--- src/rtl/regfile_wb_arbiter.sv ---
// regfile_wb_arbiter
//   Register-file writeback arbiter with an issue scoreboard.
//   - Two writeback requesters (ALU, load/MEM) share one register-file write
//     port. A lone requester is granted at once; on a conflict the grant
//     alternates, starting with MEM after reset.
//   - A 32-entry busy scoreboard blocks issue of instructions whose sources,
//     or whose destination, still have a write outstanding.
//   - stall_cnt counts the cycles an instruction was presented but blocked.
//     It saturates at all-ones.
//
// Ports
//   clk, reset                      clock, asynchronous active-low reset
//   iss_valid/rs1/rs2/rd/wr         issue request
//   iss_ready (comb)                issue may proceed this cycle
//   alu_valid/rd/data, alu_ready    ALU writeback request / grant (comb)
//   mem_valid/rd/data, mem_ready    load writeback request / grant (comb)
//   rf_RegWrite/rf_rd/rf_WriteData  registered register-file write port
//   busy                            registered scoreboard (bit 0 always 0)
//   stall_cnt                       registered saturating stall counter
//
// Configuration
//   WB_BYPASS_EN  when defined, a busy bit being cleared by this cycle's
//                 grant is already treated as free by iss_ready.
module regfile_wb_arbiter #(
    parameter int XLEN  = 64,
    parameter int CNT_W = 16
) (
    input  logic             clk,
    input  logic             reset,
    input  logic             iss_valid,
    input  logic [4:0]       iss_rs1,
    input  logic [4:0]       iss_rs2,
    input  logic [4:0]       iss_rd,
    input  logic             iss_wr,
    output logic             iss_ready,
    input  logic             alu_valid,
    input  logic [4:0]       alu_rd,
    input  logic [XLEN-1:0]  alu_data,
    output logic             alu_ready,
    input  logic             mem_valid,
    input  logic [4:0]       mem_rd,
    input  logic [XLEN-1:0]  mem_data,
    output logic             mem_ready,
    output logic             rf_RegWrite,
    output logic [4:0]       rf_rd,
    output logic [XLEN-1:0]  rf_WriteData,
    output logic [31:0]      busy,
    output logic [CNT_W-1:0] stall_cnt
);

    logic [31:0]      busy_q, busy_d, busy_eff, clr_mask, set_mask;
    logic             rr_alu_last_q, rr_alu_last_d;
    logic             live_q;
    logic             we_q, we_d;
    logic [4:0]       rd_q, rd_d;
    logic [XLEN-1:0]  data_q, data_d;
    logic [CNT_W-1:0] stall_q, stall_d;
    logic             gnt, accept;
    logic [4:0]       gnt_rd;
    logic [XLEN-1:0]  gnt_data;

    always_comb begin
        // No grant in the first cycle out of reset, so the first edge after
        // deassertion never produces a write.
        mem_ready = live_q & mem_valid & (~alu_valid | rr_alu_last_q);
        alu_ready = live_q & alu_valid & (~mem_valid | ~rr_alu_last_q);
        gnt       = alu_ready | mem_ready;
        gnt_rd    = mem_ready ? mem_rd   : alu_rd;
        gnt_data  = mem_ready ? mem_data : alu_data;
        clr_mask  = gnt ? (32'd1 << gnt_rd) : 32'd0;

`ifdef WB_BYPASS_EN
        busy_eff  = busy_q & ~clr_mask;
`else
        busy_eff  = busy_q;
`endif

        iss_ready = ~(busy_eff[iss_rs1] | busy_eff[iss_rs2] | (iss_wr & busy_eff[iss_rd]));
        accept    = iss_valid & iss_ready;
        set_mask  = (accept && iss_wr) ? (32'd1 << iss_rd) : 32'd0;
        // Set is applied after clear so a same-cycle re-issue keeps the bit.
        busy_d    = ((busy_q & ~clr_mask) | set_mask) & ~32'd1;

        // Pointer moves only when both asked and one actually won.
        rr_alu_last_d = (alu_valid && mem_valid && gnt) ? alu_ready : rr_alu_last_q;

        we_d   = gnt && (gnt_rd != 5'd0);
        rd_d   = we_d ? gnt_rd   : rd_q;
        data_d = we_d ? gnt_data : data_q;

        stall_d = stall_q;
        if (iss_valid && !iss_ready && (stall_q != {CNT_W{1'b1}}))
            stall_d = stall_q + 1'b1;
    end

    always_ff @(posedge clk or negedge reset) begin
        if (!reset) begin
            busy_q        <= '0;
            rr_alu_last_q <= 1'b1;
            live_q        <= 1'b0;
            we_q          <= 1'b0;
            rd_q          <= '0;
            data_q        <= '0;
            stall_q       <= '0;
        end else begin
            busy_q        <= busy_d;
            rr_alu_last_q <= rr_alu_last_d;
            live_q        <= 1'b1;
            we_q          <= we_d;
            rd_q          <= rd_d;
            data_q        <= data_d;
            stall_q       <= stall_d;
        end
    end

    assign busy         = busy_q;
    assign rf_RegWrite  = we_q;
    assign rf_rd        = rd_q;
    assign rf_WriteData = data_q;
    assign stall_cnt    = stall_q;

endmodule

--- config.mk ---
export PLATFORM = sky130hd
export DESIGN_NAME = regfile_wb_arbiter
export DESIGN_NICKNAME = d
export VERILOG_FILES = /design/src/rtl/regfile_wb_arbiter.sv
export SDC_FILE = /design/constraint.sdc
export NUM_CORES = 1
export LEC_CHECK = 0
export CAP_MARGIN = 20
export CORE_MARGIN = 4
export CORE_UTILIZATION = 43
export DETAILED_ROUTE_END_ITERATION = 16
export GPL_TIMING_DRIVEN = 0
export PLACE_DENSITY = 0.79
export SKIP_LAST_GASP = 1
export SYNTH_ARGS = -nofsm -noshare
export SYNTH_HDL_FRONTEND = slang
export SYNTH_SLANG_ARGS = --single-unit
--- constraint.sdc ---
create_clock -name clk -period 3.1 [get_ports clk]
set_input_delay 0.31 -clock clk [delete_from_list [all_inputs] [get_ports clk]]
set_output_delay 0.31 -clock clk [all_outputs]
set_load 0.05 [all_outputs]
==> impl_metrics.ini, run 1 <==
[run_status]
status = finished clean

[worst_setup_path]
r2r_slack_ns = 0.25
startpoint = iss_rs1[2]
cp-end-kind = primary output
timing.rr.start = busy[30]
path_class = in -> out
cp_max_fo = 19
critical_path.endpoint = iss_ready
worstSetupStartpointType = input pin
r2r-end = busy[12]
ff2ff_path_depth = 8
cp.arrival_ns = 2.71
worst_ep_required_time_ns = 2.79

[routing]
drcViolationCount = 0
viasPerCell = 5.54
drtPass1Iterations = 5
drtAntennaViolNets = 0
wl_per_cell_um = 19.6
wl_mm = 23.1
drt_iter0_drc = 535
vias = 6524

[finish]
layoutNonFillerInstCount = 1177
syn2layout_area_growth_pct = 57.3
fin_util = 0.686
layout-drive-gt1-share = 0.0977
final_net_count = 1140
antenna_cells = 0
design_area_mm2 = 0.00993
final_common_cell = clkdlybuf4s50_1
final_cell_mix = clkdlybuf4s50_1, nand2_1, dfrtp_1

[clocking]
htree_levels = 4
numClockSinks = 119
ctsRootBufferMaster = clkbuf_16
cts_tree = built
clock_latency_ns = 0.41
clockBufferDepth = 2
path_clk_slew_ns = 0.05
cts_inserted_buffers = 17

[placement]
placed_area_mm2 = 0.00929
io_buffers = 272
dp_hpwl_mm = 17.3
dp_cells = 1141
place_congestion = 0.918
place_ws_ns = -1.20

[die]
initial_core_util = 0.436
core_mm2 = 0.0145
dieArea_mm2 = 0.0167
die_x_um = 129
io_pins = 280
die_h_um = 129
rows = 44

[pwr]
p_leak_nw = 4.09
power.total_mw = 6.59
ir_drop_mv = 0.378
p_per_area_mw_per_mm2 = 663

[yosys]
synthArstFlopShare = 1.00
synth_flop_cell = dfrtp_1
yosysSeqAreaShare = 0.472
synthDistinctLibCells = 55
syn_area_mm2 = 0.00631
synth_edf_count = 0
yosys_register_bits = 119
postSynthAreaPerCell_um2 = 9.23
ys_warn_count = 0
netlist_instances = 684
syn_nets = 844

[global_route]
grt_pass1_vias = 6525
grt_max_degree = 94
grt_use_total = 0.275
global_route.usage.met3 = 0.0734
grt_antenna_before_repair = 0
gr-total-overflow = 0
use_met2 = 0.486
use_met1 = 0.326
grt_pass1_wl_mm = 35.2
grt.busiest_layer = met2

[timing]
worst_slew_pin_slew_ns = 0.648
period_needed_ns = 3.02
finalCritPeriodShare = 0.975
setup_ws_ns = 0.0769
relSlewSlack = 0.568
setup_viol = 0
skew_ns = 0.00657
max_freq_mhz = 331
hold-worst-slack_ns = 0.348
finalMaxSlewViolations = 0
final.setup.tns_ns = 0
final_hold_viol_count = 0

[hold_path]
hp-class = in -> async

[job]
drv_cap = 0
## critical path, stage by stage
cell,delay (ns)
clkdlybuf4s50_1,0.57
buf_4,0.24
mux2_1,0.34
or3_1,0.32
a31oi_1,0.27
nand4b_4,0.19
buf_8,0.21
inv_1,0.06
buf_4,0.19
## cell families (layout without fill, tap and decap cells)
logic type	count (synthesis)	in the layout	synth area share
and+or+nand+nor	295	295	0.212
AOI/OAI and AO/OA	156	156	0.157
DFF	119	119	0.472
buffers and inverters	55	364	0.0373
muxes	42	42	0.0987
xor gates and xnor gates	14	14	0.0194
other	2	2	0.00119
adders and majority gates	1	1	0.00198
## metal layers
metal,wire length [um],up-vias
met5,0,-
met3,1780,36
li1,-,3054
met2,12000,318
met4,403,0
met1,8920,3116
## sequential cells by signal (all words and copies together), names as in the netlist
signal and cells:
rf_rd 5, stall_cnt 16, live_q 1, rf_RegWrite 1, busy 31, rf_WriteData 64
rr_alu_last_q 1
## synthesized netlist by cell type (7+ instances only)
cell type / number / area (um^2)
nand2_1: 140 / 526
dfrtp_1: 118 / 2950
nor2_1: 73 / 274
a31oi_1: 67 / 419
o21ai_0: 36 / 180
clkbuf_1: 31 / 116
nand3_1: 19 / 95.1
o31ai_1: 16 / 120
mux2i_1: 15 / 150
mux4_2: 15 / 338
xnor2_1: 14 / 123
nand4_1: 12 / 75.1
buf_2: 11 / 55.1
mux2_2: 11 / 124
and3_1: 9 / 56.3
o21ai_2: 8 / 70.1
a21oi_1: 7 / 35.0
o21ai_1: 7 / 35.0
## final cells by class
| type | count | area [um^2] |
|---|---|---|
| multi-input combinational | 510 | 3110 |
| clock buffer | 23 | 498 |
| buffer | 48 | 228 |
| clock inverter | 9 | 72.6 |
| timing repair buffer | 278 | 2790 |
| tap | 184 | 230 |
| fill | 1212 | 4550 |
| sequential | 119 | 2980 |
| inverter | 6 | 22.5 |
## repair_timing
item,4_1_cts,5_1_grt
endpoints found under the hold margin,25,0
setup endpoints to repair,2,1
hold buffers,1,0
gates cloned,0,1
pin swaps,1,2
gates resized for setup,16,3
setup buffers,1,2
## where the power goes
group | leakage, nW | switching (mW) | internal [mW]
Clock | 0.288 | 0.685 | 1.20
Sequential | 1.43 | 0.255 | 1.83
Combinational | 2.37 | 1.64 | 0.980
Total | 4.09 | 2.58 | 4.01
## worst min-delay path by stage
stage | to | from | slack (ns) | cells past startpoint
after floorplan | busy[10] | reset | 0.01 | 0
after global placement | rf_rd[4] | rf_rd[4] | 0.47 | 1
after detailed placement | rf_WriteData[3] | reset | 0.19 | 1
after CTS | live_q | reset | 0.32 | 2
after global routing | live_q | reset | 0.37 | 2
final | rf_WriteData[3] | reset | 0.35 | 2
Power figures use the tool's default switching activity.
==> run 2, diff against run 1 <==
--- a/config.mk
+++ b/config.mk
@@ -12,6 +12,7 @@
 export GPL_TIMING_DRIVEN = 0
 export PLACE_DENSITY = 0.79
 export SKIP_LAST_GASP = 1
+export SLEW_MARGIN = 20
 export SYNTH_ARGS = -nofsm -noshare
 export SYNTH_HDL_FRONTEND = slang
 export SYNTH_SLANG_ARGS = --single-unit
==> run 2 against run 1 <==
- die area unchanged
- global-route usage up 0.099 points
- clock-buffer cell count is 1 higher
- critical endpoint is now busy[12]
==> impl_metrics.ini, run 2 (synthesis results as in run 1) <==
[routing]
wl_mm = 23.1
drt_iter0_drc = 598
vias = 6504
viasPerCell = 5.53
drtAntennaViolNets = 0
drcViolationCount = 0
drtPass1Iterations = 5
wl_per_cell_um = 19.6

[clocking]
numClockSinks = 119
cts_tree = built
clockBufferDepth = 2
clock_latency_ns = 0.42
cts_inserted_buffers = 17
ctsRootBufferMaster = clkbuf_16
path_clk_slew_ns = 0.05
htree_levels = 4

[die]
io_pins = 280
core_mm2 = 0.0145
die_x_um = 129
die_h_um = 129
rows = 44
initial_core_util = 0.436
dieArea_mm2 = 0.0167

[worst_setup_path]
cp_max_fo = 10
cp.arrival_ns = 3.29
worstSetupStartpointType = input pin
cp-end-kind = register
path_class = in -> reg
worst_ep_required_time_ns = 3.42

[timing]
skew_ns = 0.00828
finalCritPeriodShare = 0.960
finalMaxSlewViolations = 0
final_hold_viol_count = 0
setup_viol = 0
worst_slew_pin_slew_ns = 0.635
relSlewSlack = 0.577
max_freq_mhz = 336
rsz0062_at_grt = no
hold-worst-slack_ns = 0.356
period_needed_ns = 2.97

[finish]
final_net_count = 1139
syn2layout_area_growth_pct = 58.0
fin_util = 0.689
final_common_cell = clkdlybuf4s50_1
largest_reg_flops = 64
antenna_cells = 0
nFillCells = 1179
layout-drive-gt1-share = 0.0978
final_cell_mix = clkdlybuf4s50_1, nand2_1, dfrtp_1

[placement]
io_buffers = 272
dp_hpwl_mm = 17.3
place_congestion = 0.918

[global_route]
gr-total-overflow = 0
grt_pass1_vias = 6476
grt_use_total = 0.276
grt_max_degree = 66
grt_pass1_wl_mm = 35.3
grt_antenna_before_repair = 0

[pwr]
p_comb_frac = 0.392
p_int_mw = 4.11
ir_drop_mv = 0.379
clockPowerShare = 0.298
p_leak_nw = 4.10
pwr-share-seq = 0.311
p_per_area_mw_per_mm2 = 672
netSwitchingFraction = 0.386
p_sw_mw = 2.59

[job]
drv_cap = 0

[hold_path]
hp-class = in -> reg

[run_status]
status = finished clean
## run 2: worst max-delay path, cell delays in order
cell	delay [ns]
clkdlybuf4s50_1	0.56
buf_4	0.24
mux4_2	0.31
nand4b_1	0.10
nand4_1	0.11
a311oi_2	0.35
nand4b_4	0.18
buf_4	0.19
or4_1	0.66
o21ai_1	0.27
## run 2: stage by stage
| stage | worst slack (ns) | cells | instance area, um^2 | power, mW | setup TNS [ns] |
|---|---|---|---|---|---|
| floorplan | 0.291 | 684 | 6310 | 3.63 | 0 |
| global placement | -3.07 | 1140 | 9270 | 4.66 | -381.38 |
| detailed placement | -1.19 | 1141 | 9290 | 4.69 | -20.95 |
| CTS | 0.0347 | 1175 | 9950 | 6.73 | 0 |
| global route | 0.0543 | 1176 | 9980 | 6.97 | 0 |
| finish | 0.125 | 1176 | 9980 | 6.70 | 0 |
## run 2: per-layer routing
layer / routed length, um / global-route usage
met3: 1880 / 0.0812
met1: 8890 / 0.327
met2: 11800 / 0.484
met4: 514 / 0.0840
met5: 0 / 0
## run 2: cell type report
cell class              instances  area [um^2]  share of cell area
plain buffers                  48          238              0.0238
clock buffers                  24          512              0.0513
clock inverters                 8         92.6             0.00928
inverters                       6         22.5             0.00226
multi-input cells             510         3120               0.313
flip-flops and latches        119         2980               0.299
well taps                     184          230              0.0231
repair buffers                277         2780               0.279
## run 2: final timing paths
path	start	cells past startpoint	slack, ns	endpoint
min reg2reg	rf_rd[4]	1	0.49	rf_rd[4]
max in group asynchronous	reset	3	1.92	busy[10]
max reg2reg	busy[30]	8	0.19	busy[12]
min	iss_valid	3	0.36	stall_cnt[2]
max	iss_rs1[2]	10	0.13	busy[12]
min in group asynchronous	reset	2	0.46	rf_WriteData[5]
## run 2: power groups by stage
| stage | logic [mW] | clock network (mW) | registers (mW) |
|---|---|---|---|
| floorplan | 0.671 | 0 | 2.96 |
| global placement | 2.57 | 0 | 2.09 |
| detailed placement | 2.59 | 0 | 2.10 |
| CTS | 2.63 | 2.02 | 2.08 |
| global route | 2.76 | 2.09 | 2.12 |
| finish | 2.63 | 2.00 | 2.08 |
## run 2: what timing repair did
item	4_1_cts	5_1_grt
gates resized for setup	16	5
endpoints found under the setup margin	2	13
hold buffers	1	0
buffers inserted	2	0
gates cloned	0	1
pin swaps	1	1
endpoints found under the hold margin	53	0
==> run 3, diff against run 2 <==
--- a/config.mk
+++ b/config.mk
@@ -5,12 +5,12 @@
 export SDC_FILE = /design/constraint.sdc
 export NUM_CORES = 1
 export LEC_CHECK = 0
-export CAP_MARGIN = 20
 export CORE_MARGIN = 4
 export CORE_UTILIZATION = 43
 export DETAILED_ROUTE_END_ITERATION = 16
 export GPL_TIMING_DRIVEN = 0
 export PLACE_DENSITY = 0.79
+export REMOVE_ABC_BUFFERS = 1
 export SKIP_LAST_GASP = 1
 export SLEW_MARGIN = 20
 export SYNTH_ARGS = -nofsm -noshare
==> run 3 against run 2 <==
- sequential share of layout area down 0.18 points
- register-to-register slack worse by 0.03 ns
- critical path depth shrank 2
- global-route usage is 1.5 points lower
- clock skew is 0.0031 ns lower
- routed wire length is 5.3% lower
- highest routed layer unchanged
- worst setup slack got worse by 0.0070 ns
- sequential power about the same
- cell area up 0.61%
- die area did not move
- largest power group unchanged
- first-iteration DRC count shrank 25%
==> impl_metrics.ini, run 3 (synthesis results as in run 1) <==
[routing]
viasPerCell = 5.57
wl_mm = 21.9
wl_per_cell_um = 19.0
drtPass1Iterations = 6
vias = 6403
drt_iter0_drc = 450
drtAntennaViolNets = 0
drcViolationCount = 0

[worst_setup_path]
cp.arrival_ns = 2.67
ff2ff_path_depth = 9
worst_ep_required_time_ns = 2.79
cp_top_family = buffers and inverters
worstSetupStartpointType = input pin
crit_slowest_cell = clkdlybuf4s50_1
cp-end-kind = primary output
cp_max_fo = 10
critPathMaxStageDelay_ns = 0.73
critical_path_depth = 8
path_cells = clkdlybuf4s50_1 > nand3b_1 > o22ai_1 > o21ai_0 > o2111ai_2 > nand4b_4 > inv_1 > clkdlybuf4s15_2
path_class = in -> out
worst-path-buf-inv = 3

[placement]
place_ws_ns = -1.35
io_buffers = 278
place_congestion = 0.905
placed_area_mm2 = 0.00936
dp_hpwl_mm = 16.2

[clocking]
cts_tree = built
numClockSinks = 119
cts_inserted_buffers = 17
clockBufferDepth = 2
htree_levels = 4
ctsRootBufferMaster = clkbuf_16
path_clk_slew_ns = 0.05
clock_latency_ns = 0.41

[pwr]
power.total_mw = 6.61
p_per_area_mw_per_mm2 = 659
p_leak_nw = 4.09
ir_drop_mv = 0.606

[finish]
seqCellArea_mm2 = 0.00298
final_common_cell = clkdlybuf4s50_1
nFillCells = 1124
design_area_mm2 = 0.0100
final_net_count = 1114
layout-drive-gt1-share = 0.104
largest_reg_flops = 64
syn2layout_area_growth_pct = 59.0
multi_input_area_mm2 = 0.00317
final_cell_mix = clkdlybuf4s50_1, nand2_1, dfrtp_1
antenna_cells = 0

[timing]
finalMaxSlewViolations = 0
finalCritPeriodShare = 0.962
final_hold_viol_count = 0
setup_ws_ns = 0.118
max_freq_mhz = 335
worst_slew_pin_slew_ns = 0.649
period_needed_ns = 2.98
setup_viol = 0
rsz0062_at_grt = no
skew_ns = 0.00515
relSlewSlack = 0.555
hold-worst-slack_ns = 0.462

[die]
rows = 44
die_x_um = 129
initial_core_util = 0.436
die_h_um = 129
io_pins = 280
core_mm2 = 0.0145
dieArea_mm2 = 0.0167

[global_route]
gr-total-overflow = 0
grt_max_degree = 69
grt_use_total = 0.261
grt_pass1_vias = 6191
grt_antenna_before_repair = 0
grt_pass1_wl_mm = 33.8

[hold_path]
hp-class = in -> reg
whs_path_depth = 3

[job]
drv_cap = 0

[run_status]
status = finished clean
==> run 3: changes by cell type in the layout (fill, tap and decap cells not counted), sizes merged <==
cell	before	now
clkdlybuf4s50	266	269
nand4b	3	4
bufinv	2	1
dlymetal6s2s	2	0
clkinvlp	1	0
clkdlybuf4s15	0	3
clkbuf	54	29
buf	24	22
dlygate4sd2	2	4
clkinv	5	1
==> run 3: worst min-delay path, cell delays in order <==
cell and delay (ns):
clkdlybuf4s50_1 0.39, nand2_1 0.05, a31oi_1 0.07
==> run 3: stage by stage <==
stage	utilization	cells	TNS, ns
detailed placement	0.646	1112	-106.25
CTS	0.693	1151	0
finish	0.693	1150	0
floorplan	-	635	-481.31
global route	0.693	1150	0
global placement	0.629	1097	-1285.52
==> run 3: layer usage <==
layer  wire, um  track usage  part of all wire
met1       8720        0.327              0.40
met2      10700        0.431              0.49
met3       1770       0.0688             0.081
met4        658        0.103             0.030
met5          0            0                 0
==> run 3: power breakdown <==
| part | switching [mW] | internal [mW] |
|---|---|---|
| clock network | 0.655 | 1.23 |
| registers | 0.247 | 1.83 |
| logic | 1.65 | 1.01 |
| total | 2.55 | 4.06 |
==> run 3: final timing paths <==
check	slack [ns]	to	startpoint
max	0.12	iss_ready	iss_rd[2]
min	0.46	rf_WriteData[60]	mem_data[60]
max reg2reg	0.16	busy[24]	busy[18]
min reg2reg	0.48	rf_rd[4]	rf_rd[4]
max in group asynchronous	1.91	stall_cnt[0]	reset
min in group asynchronous	0.49	rf_WriteData[25]	reset
==> run 3: cell type report <==
type                       count  area share
tap                          184      0.0229
clock buffer                  29      0.0529
inverter                       6     0.00349
timing repair buffer         299       0.305
sequential                   119       0.297
multi-input combinational    511       0.315
clock inverter                 2     0.00349
==> run 3: what timing repair did <==
item | in CTS | in global routing
setup buffers | 7 | 0
pin swaps | 4 | 0
hold buffers | 1 | 0
endpoints found under the hold margin | 66 | 0
gates resized for setup | 26 | 2
gates cloned | 1 | 0
setup endpoints to repair | 118 | 12
